## src/rtl/reg_pipe_elastic.sv

```systemverilog
// ----------------------------------------------------------------------------
// reg_pipe_elastic: DEPTH-stage valid/ready pipeline register with sync flush.
// Optional per-stage parity when REG_PIPE_PARITY_EN is defined.
// Revision: 1.0
// ----------------------------------------------------------------------------
`default_nettype none

module reg_pipe_elastic #(
  parameter int unsigned      WIDTH   = 32,
  parameter int unsigned      DEPTH   = 2,
  parameter logic [WIDTH-1:0] RST_VAL = '0
) (
  input  logic                       clk,
  input  logic                       rst,
  input  logic                       flush,
  input  logic                       in_valid,
  output logic                       in_ready,
  input  logic [WIDTH-1:0]           in_data,
  output logic                       out_valid,
  input  logic                       out_ready,
  output logic [WIDTH-1:0]           out_data,
  output logic [$clog2(DEPTH+1)-1:0] occupancy,
  output logic                       out_par_err
);

  localparam int unsigned OCC_W = $clog2(DEPTH + 1);

  logic [DEPTH-1:0][WIDTH-1:0] data_q, data_d;
  logic [DEPTH-1:0]            v_q, v_d;
  logic [DEPTH-1:0]            rdy;
  logic [OCC_W-1:0]            occupancy_q, occupancy_d;
  logic                        in_xfer;
  logic                        out_xfer;

  // rdy[i]: stage i may load this cycle (empty, or everything ahead of it moves)
  always_comb begin
    logic acc;
    acc = out_ready;
    for (int i = int'(DEPTH) - 1; i >= 0; i--) begin
      acc    = ~v_q[i] | acc;
      rdy[i] = acc;
    end
  end

  assign in_ready  = rdy[0] & ~flush & rst;
  assign in_xfer   = in_valid & in_ready;
  assign out_xfer  = v_q[DEPTH-1] & out_ready;
  assign out_valid = v_q[DEPTH-1];
  assign out_data  = data_q[DEPTH-1];
  assign occupancy = occupancy_q;

  always_comb begin
    v_d    = v_q;
    data_d = data_q;
    if (flush) begin
      v_d = '0;
    end else begin
      if (rdy[0]) begin
        v_d[0] = in_xfer;
        if (in_xfer) data_d[0] = in_data;
      end
      for (int i = 1; i < int'(DEPTH); i++) begin
        if (rdy[i]) begin
          v_d[i] = v_q[i-1];
          if (v_q[i-1]) data_d[i] = data_q[i-1];
        end
      end
    end
  end

  always_comb begin
    occupancy_d = occupancy_q;
    if (flush) begin
      occupancy_d = '0;
    end else if (in_xfer && !out_xfer) begin
      occupancy_d = occupancy_q + OCC_W'(1);
    end else if (!in_xfer && out_xfer) begin
      occupancy_d = occupancy_q - OCC_W'(1);
    end
  end

  always_ff @(posedge clk or negedge rst) begin
    if (!rst) begin
      v_q         <= '0;
      data_q      <= {DEPTH{RST_VAL}};
      occupancy_q <= '0;
    end else begin
      v_q         <= v_d;
      data_q      <= data_d;
      occupancy_q <= occupancy_d;
    end
  end

`ifdef REG_PIPE_PARITY_EN
  logic [DEPTH-1:0] p_q, p_d;

  // Parity bits follow exactly the same load rule as their data words
  always_comb begin
    p_d = p_q;
    if (!flush) begin
      if (rdy[0] && in_xfer) p_d[0] = ^in_data;
      for (int i = 1; i < int'(DEPTH); i++) begin
        if (rdy[i] && v_q[i-1]) p_d[i] = p_q[i-1];
      end
    end
  end

  always_ff @(posedge clk or negedge rst) begin
    if (!rst) begin
      p_q <= '0;
    end else begin
      p_q <= p_d;
    end
  end

  assign out_par_err = v_q[DEPTH-1] & (^data_q[DEPTH-1] ^ p_q[DEPTH-1]);
`else
  assign out_par_err = 1'b0;
`endif

endmodule

`default_nettype wire

```

## config.mk

```make
export PLATFORM = sky130hd
export DESIGN_NAME = reg_pipe_elastic
export DESIGN_NICKNAME = d
export VERILOG_FILES = /design/src/rtl/reg_pipe_elastic.sv
export SDC_FILE = /design/constraint.sdc
export NUM_CORES = 1
export LEC_CHECK = 0
export CORE_MARGIN = 2
export CORE_UTILIZATION = 44
export DETAILED_ROUTE_END_ITERATION = 10
export PLACE_DENSITY = 0.75
export SLEW_MARGIN = 25
export SYNTH_ARGS = -nofsm -noshare
export SYNTH_HDL_FRONTEND = slang
export SYNTH_SLANG_ARGS = --single-unit
```

## constraint.sdc

```tcl
create_clock -name clk -period 1.6 [get_ports clk]
set_input_delay 0.24 -clock clk [delete_from_list [all_inputs] [get_ports clk]]
set_output_delay 0.24 -clock clk [all_outputs]
set_load 0.02 [all_outputs]
```

==> results of run 1 <==
## power by group through the flow
| stage | combinational [W] | sequential (W) | clock [W] |
|---|---|---|---|
| after floorplan | 0.00133 | 0.00235 | 0 |
| after global placement | 0.00167 | 0.00240 | 0 |
| after detailed placement | 0.00169 | 0.00242 | 0 |
| after CTS | 0.00170 | 0.00239 | 0.00158 |
| after global routing | 0.00176 | 0.00244 | 0.00166 |
| final | 0.00166 | 0.00238 | 0.00153 |
## routing by layer
| metal | up-vias | wire length [um] | global-route usage |
|---|---|---|---|
| li1 | 750 | - | - |
| met1 | 796 | 2260 | 0.170 |
| met2 | 51 | 2310 | 0.210 |
| met3 | 5 | 319 | 0.0739 |
| met4 | 0 | 53 | 0.0469 |
| met5 | - | 0 | 0 |
## worst register-to-register path: stages, from the launching register on
cell and delay, ps:
dfrtp_1 400, nor2b_2 180, nor3b_4 280, buf_12 200, mux2_2 350
## registers in the layout (all words and copies together), names as in the netlist
| name | flops |
|---|---|
| v_q | 2 |
| data_q | 32 |
| out_data | 32 |
| occupancy | 2 |
## layout make-up
cell class	instances	area share
tap	80	0.0254
sequential	68	0.432
clock buffer	10	0.0324
clock inverter	6	0.0226
timing repair buffer	87	0.233
multi-input combinational	86	0.254
## cells in the mapped netlist
cell type | n | area, sq um
buf_6 | 7 | 78.8
o211ai_1 | 1 | 7.51
a21boi_0 | 1 | 7.51
nor2_1 | 3 | 11.3
nor2b_2 | 1 | 8.76
nor2b_1 | 1 | 6.26
conb_1 | 1 | 3.75
mux2_4 | 29 | 435
dfrtp_1 | 68 | 1700
mux2_2 | 36 | 405
o21ai_0 | 2 | 10.0
and3b_1 | 2 | 17.5
nor3b_1 | 1 | 7.51
nor3b_4 | 1 | 18.8
a211oi_1 | 1 | 7.51
a22oi_1 | 1 | 7.51
buf_4 | 33 | 248
nand2_4 | 1 | 11.3
nand3b_1 | 2 | 15.0
and3b_2 | 1 | 10.0
and4b_1 | 1 | 10.0
## timing repair
item / CTS / global route
setup endpoints to repair: 2 / 12
hold endpoints to repair: 4 / 0
resized for setup: 3 / 12
hold buffers: 1 / 0
cloned: 0 / 0
## final timing paths
| kind | start | to | depth (start not counted) |
|---|---|---|---|
| min in group clk | rst | occupancy[1]$_DFFE_PN0P_ | 4 |
| min reg2reg | data_q[0]$_DFFE_PN0P_ | data_q[0]$_DFFE_PN0P_ | 1 |
| max | out_data[31]$_DFFE_PN0P_ | out_data[31] | 1 |
| max in group asynchronous | rst | out_data[2]$_DFFE_PN0P_ | 2 |
| max reg2reg | v_q[1]$_DFFE_PN0P_ | out_data[18]$_DFFE_PN0P_ | 4 |
| min | rst | data_q[18]$_DFFE_PN0P_ | 2 |
## cell families (layout without fill, tap and decap cells)
logic type,Yosys count,count (layout),synth area share
flops,68,68,0.562
mux,65,65,0.278
compound gates,6,6,0.0132
other cells,1,1,0.00124
simple gates,14,14,0.0384
buf+inv,40,103,0.108
## per-stage QoR
stage,instance area (sq um),worst slack (ps),setup TNS (ps),util,hold slack (ps)
finish,3940,53.0,0,0.586,122
global placement,3690,-296,-14720,0.549,65.9
global route,3940,1.16,0,0.586,187
floorplan,3030,18.4,0,-,-55.6
detailed placement,3690,-289,-14960,0.549,63.5
CTS,3910,5.98,0,0.582,150
==> results.ini, run 1 <==
[clock_tree]
path_clk_slew_ps = 70
insertion_delay_ps = 340
cts_tree = yes
ctsRootBufferMaster = clkbuf_8
h-tree-depth = 3
cts.sinks = 68
numCtsBuffers = 9
post_cts_buffers = 0
ctsLongestPathBuffers = 2

[sta]
fin_crit_ps = 1550
relSlewSlack = 0.482
finalCritPeriodShare = 0.967
hold_viol = 0
finClkSkew_ps = 6.33
timing.fmax_mhz = 646
tightest_slew_ps = 777
finalMaxSlewViolations = 0
grt_setup_unrepaired = false
setup_viol = 0

[synthesis]
synth.distinct_cells = 21
syn_inst = 194
syn-num-nets = 231
syn-cell-area_sq_um = 3030
synth-seq-cells = 68
syn_area_per_cell_sq_um = 15.6
yosysWarnings = 0
synth-seq-area-share = 0.562

[cells_and_area]
final-seq-area_sq_um = 1700
multi_input_area_sq_um = 1000
instances_no_fill = 337
area_growth_pct = 29.9
layout_common_cells = 68 x dfrtp_1, 58 x clkdlybuf4s50_1, 36 x mux2_2
nets = 289
layout-drive-gt1-share = 0.389
fill_cells = 541
n_antenna_cell = 0
layout_commonest_cell = dfrtp_1

[worst_setup_path]
worst_setup_path_start_kind = flip-flop
critPathMaxFanout = 2
path_delay_family = buffers and inverters
crit_arrival_ps = 1310
critical_path_class = reg -> out
critPathMaxStageDelay_ps = 630
cpMaxStageDelayCell = clkdlybuf4s50_1
crit_buf_inv = 1
critPathCaptureType = output port
crit_required_ps = 1360
rrSetupSlack_ps = 70
path_cells = clkdlybuf4s50_1

[pwr]
p_per_area_nw_per_um2 = 1410
p_seq_frac = 0.427
swShare = 0.278
finalPower_w = 0.00557
p_comb_frac = 0.298
pwr-share-clk = 0.275
ir_drop_mv = 0.696
p_leak_nw = 1.91
intPower_w = 0.00402
p_switching_w = 0.00155

[routing]
antenna_left = 0
routed_via_density = 4.75
drt_drc_violations_left = 0
first_iter_violations = 33
wl_mm = 4.94
drt-pass1-iter-count = 2
vias = 1602
wire_per_inst_um = 14.7

[status]
status = finished clean

[global_route]
grt_pass1_wl_mm = 7.83
grt_max_degree = 65
grt_pass1_vias = 1644
grt_overflow = 0
grt_use_total = 0.139
antenna_found_initial = 0

[flow_run]
cap_violations = 0

[placement]
dp_cells = 320
io_buffers = 72
gp_congestion = 0.757
dp_hpwl_mm = 3.33

[die]
fp.dieW_um = 87.0
start_util = 0.451
rows = 30
die_h_um = 87.0
core-area_sq_um = 6720
num_io_pins = 74
dieArea_sq_um = 7560

[worst_hold_path]
hold_class = in -> async

Note: power is estimated with default switching activity, not from simulation.
==> inputs of run 2 (changes only) <==
--- a/config.mk
+++ b/config.mk
@@ -7,7 +7,9 @@
 export LEC_CHECK = 0
 export CORE_MARGIN = 2
 export CORE_UTILIZATION = 44
+export CTS_CLUSTER_DIAMETER = 120
 export DETAILED_ROUTE_END_ITERATION = 10
+export MAX_ROUTING_LAYER = met4
 export PLACE_DENSITY = 0.75
 export SLEW_MARGIN = 25
 export SYNTH_ARGS = -nofsm -noshare
==> run 2 against run 1 <==
Compared with the run above:
- cell count unchanged
- clock skew about the same
- worst hold slack better by 1.4 ps
- critical path depth unchanged
- critical endpoint unchanged
- largest cell class unchanged
- largest power group unchanged
==> results.ini, run 2 (synthesis gave the netlist of run 1 again) <==
[pwr]
finalPower_w = 0.00557  ; about the same
ir_drop_mv = 0.692  ; -0.65%
p_switching_w = 0.00155  ; about the same
p_leak_nw = 1.91  ; unchanged
intPower_w = 0.00402  ; about the same
p_comb_frac = 0.298  ; about the same
p_per_area_nw_per_um2 = 1410  ; about the same
swShare = 0.278  ; about the same
pwr-share-clk = 0.274  ; about the same
p_seq_frac = 0.428  ; about the same

[clock_tree]
ctsLongestPathBuffers = 2  ; unchanged
numCtsBuffers = 9  ; unchanged
h-tree-depth = 3  ; unchanged
post_cts_buffers = 0  ; unchanged
insertion_delay_ps = 340  ; about the same
cts.sinks = 68  ; unchanged
ctsRootBufferMaster = clkbuf_8
path_clk_slew_ps = 70  ; about the same
cts_tree = yes

[cells_and_area]
instances_no_fill = 337  ; unchanged
layout_common_cells = 68 x dfrtp_1, 58 x clkdlybuf4s50_1, 36 x mux2_2
n_antenna_cell = 0  ; unchanged
final_util = 0.586  ; unchanged
area_growth_pct = 29.9  ; unchanged
layout_commonest_cell = dfrtp_1
fill_cells = 541  ; unchanged
nets = 289  ; unchanged
layout-drive-gt1-share = 0.389  ; unchanged

[worst_hold_path]
hold_class = in -> async

[worst_setup_path]
path_cells = clkdlybuf4s50_1
crit_buf_inv = 1  ; unchanged
cpMaxStageDelayCell = clkdlybuf4s50_1
path_delay_family = buffers and inverters
rrSetupSlack_ps = 70  ; about the same
rr_startpoint = v_q[1]$_DFFE_PN0P_
worst_setup_path_start_kind = flip-flop
crit_required_ps = 1360  ; about the same
reg2reg_to = out_data[18]$_DFFE_PN0P_
crit_arrival_ps = 1310  ; about the same
critPathMaxStageDelay_ps = 630  ; about the same
rr_worst_depth = 4  ; unchanged
critPathCaptureType = output port
critPathMaxFanout = 2  ; unchanged
critical_path_class = reg -> out

[global_route]
grt_pass1_wl_mm = 7.83  ; unchanged
grt_pass1_vias = 1643  ; -0.061%
grt_use_total = 0.143  ; +0.00412
antenna_found_initial = 0  ; unchanged
grt_overflow = 0  ; unchanged
grt_max_degree = 65  ; unchanged

[sta]
whs_ps = 124  ; +1.44 ps
fin_crit_ps = 1550  ; -0.138 ps
finalMaxSlewViolations = 0  ; unchanged
relSlewSlack = 0.479  ; -0.00322
timing.fmax_mhz = 646  ; about the same
hold_viol = 0  ; unchanged
finClkSkew_ps = 6.44  ; +0.114 ps
finalCritPeriodShare = 0.967  ; about the same
grt_setup_unrepaired = false
tightest_slew_ps = 782  ; +4.84 ps
setup_viol = 0  ; unchanged

[flow_run]
cap_violations = 0  ; unchanged

[die]
die_h_um = 87.0  ; unchanged
dieArea_sq_um = 7560  ; unchanged
fp.dieW_um = 87.0  ; unchanged
rows = 30  ; unchanged
start_util = 0.451  ; unchanged
num_io_pins = 74  ; unchanged
core-area_sq_um = 6720  ; unchanged

[routing]
drt_drc_violations_left = 0  ; unchanged
vias = 1600  ; -0.12%
antenna_left = 0  ; unchanged
drt-pass1-iter-count = 2  ; unchanged
wire_per_inst_um = 14.7  ; +0.10%
wl_mm = 4.94  ; +0.10%
routed_via_density = 4.75  ; -0.12%
first_iter_violations = 32  ; -3.0%

[placement]
gp_congestion = 0.766  ; +1.3%
dp_cells = 320  ; unchanged
dp_hpwl_mm = 3.33  ; unchanged
io_buffers = 72  ; unchanged

[status]
status = finished clean

==> run 2: final cells by class <==
class                   instances  area (sq um)  area share
well taps                      80           100      0.0254
flip-flops and latches         68          1700       0.432
clock inverters                 6          88.8      0.0226
clock buffers                  10           128      0.0324
multi-input cells              86          1000       0.254
repair buffers                 87           917       0.233
==> run 2: how the worst max path moves through the flow <==
stage | startpoint | endpoint | slack [ps] | depth (start not counted)
final | out_data[31]$_DFFE_PN0P_ | out_data[31] | 50 | 1
after global routing | out_data[28]$_DFFE_PN0P_ | out_data[28] | 1 | 1
after CTS | out_ready | in_ready | 6 | 4
after detailed placement | out_ready | out_data[18]$_DFFE_PN0P_ | -290 | 6
after global placement | out_ready | in_ready | -300 | 4
after floorplan | v_q[1]$_DFFE_PN0P_ | out_data[10]$_DFFE_PN0P_ | 20 | 4
==> run 2: routing by layer <==
metal / vias up / track usage / wire length [um]
met5: - / - / 0
met2: 51 / 0.210 / 2290
met1: 793 / 0.173 / 2300
met3: 5 / 0.0701 / 301
met4: 0 / 0.0469 / 53
li1: 751 / - / -
==> run 2: what timing repair did <==
action,4_1_cts,5_1_grt
setup endpoints to repair,2,12
pin swaps,0,0
resized for setup,3,12
endpoints found under the hold margin,4,0
hold buffers,1,0
==> run 2: power by group through the flow <==
stage          registers [W]  clock network [W]  logic, W
5_1_grt              0.00244            0.00166   0.00176
3_5_place_dp         0.00242                  0   0.00169
3_3_place_gp         0.00240                  0   0.00167
6_report             0.00238            0.00153   0.00166
2_1_floorplan        0.00235                  0   0.00133
4_1_cts              0.00239            0.00158   0.00170
==> run 2: metrics by stage <==
| stage | area, sq um | setup slack (ps) | setup TNS (ps) |
|---|---|---|---|
| finish | 3940 | 53.1 | 0 |
| global placement | 3690 | -296 | -14720 |
| detailed placement | 3690 | -289 | -14960 |
| global route | 3940 | 1.16 | 0 |
| CTS | 3910 | 5.98 | 0 |
| floorplan | 3030 | 18.4 | 0 |
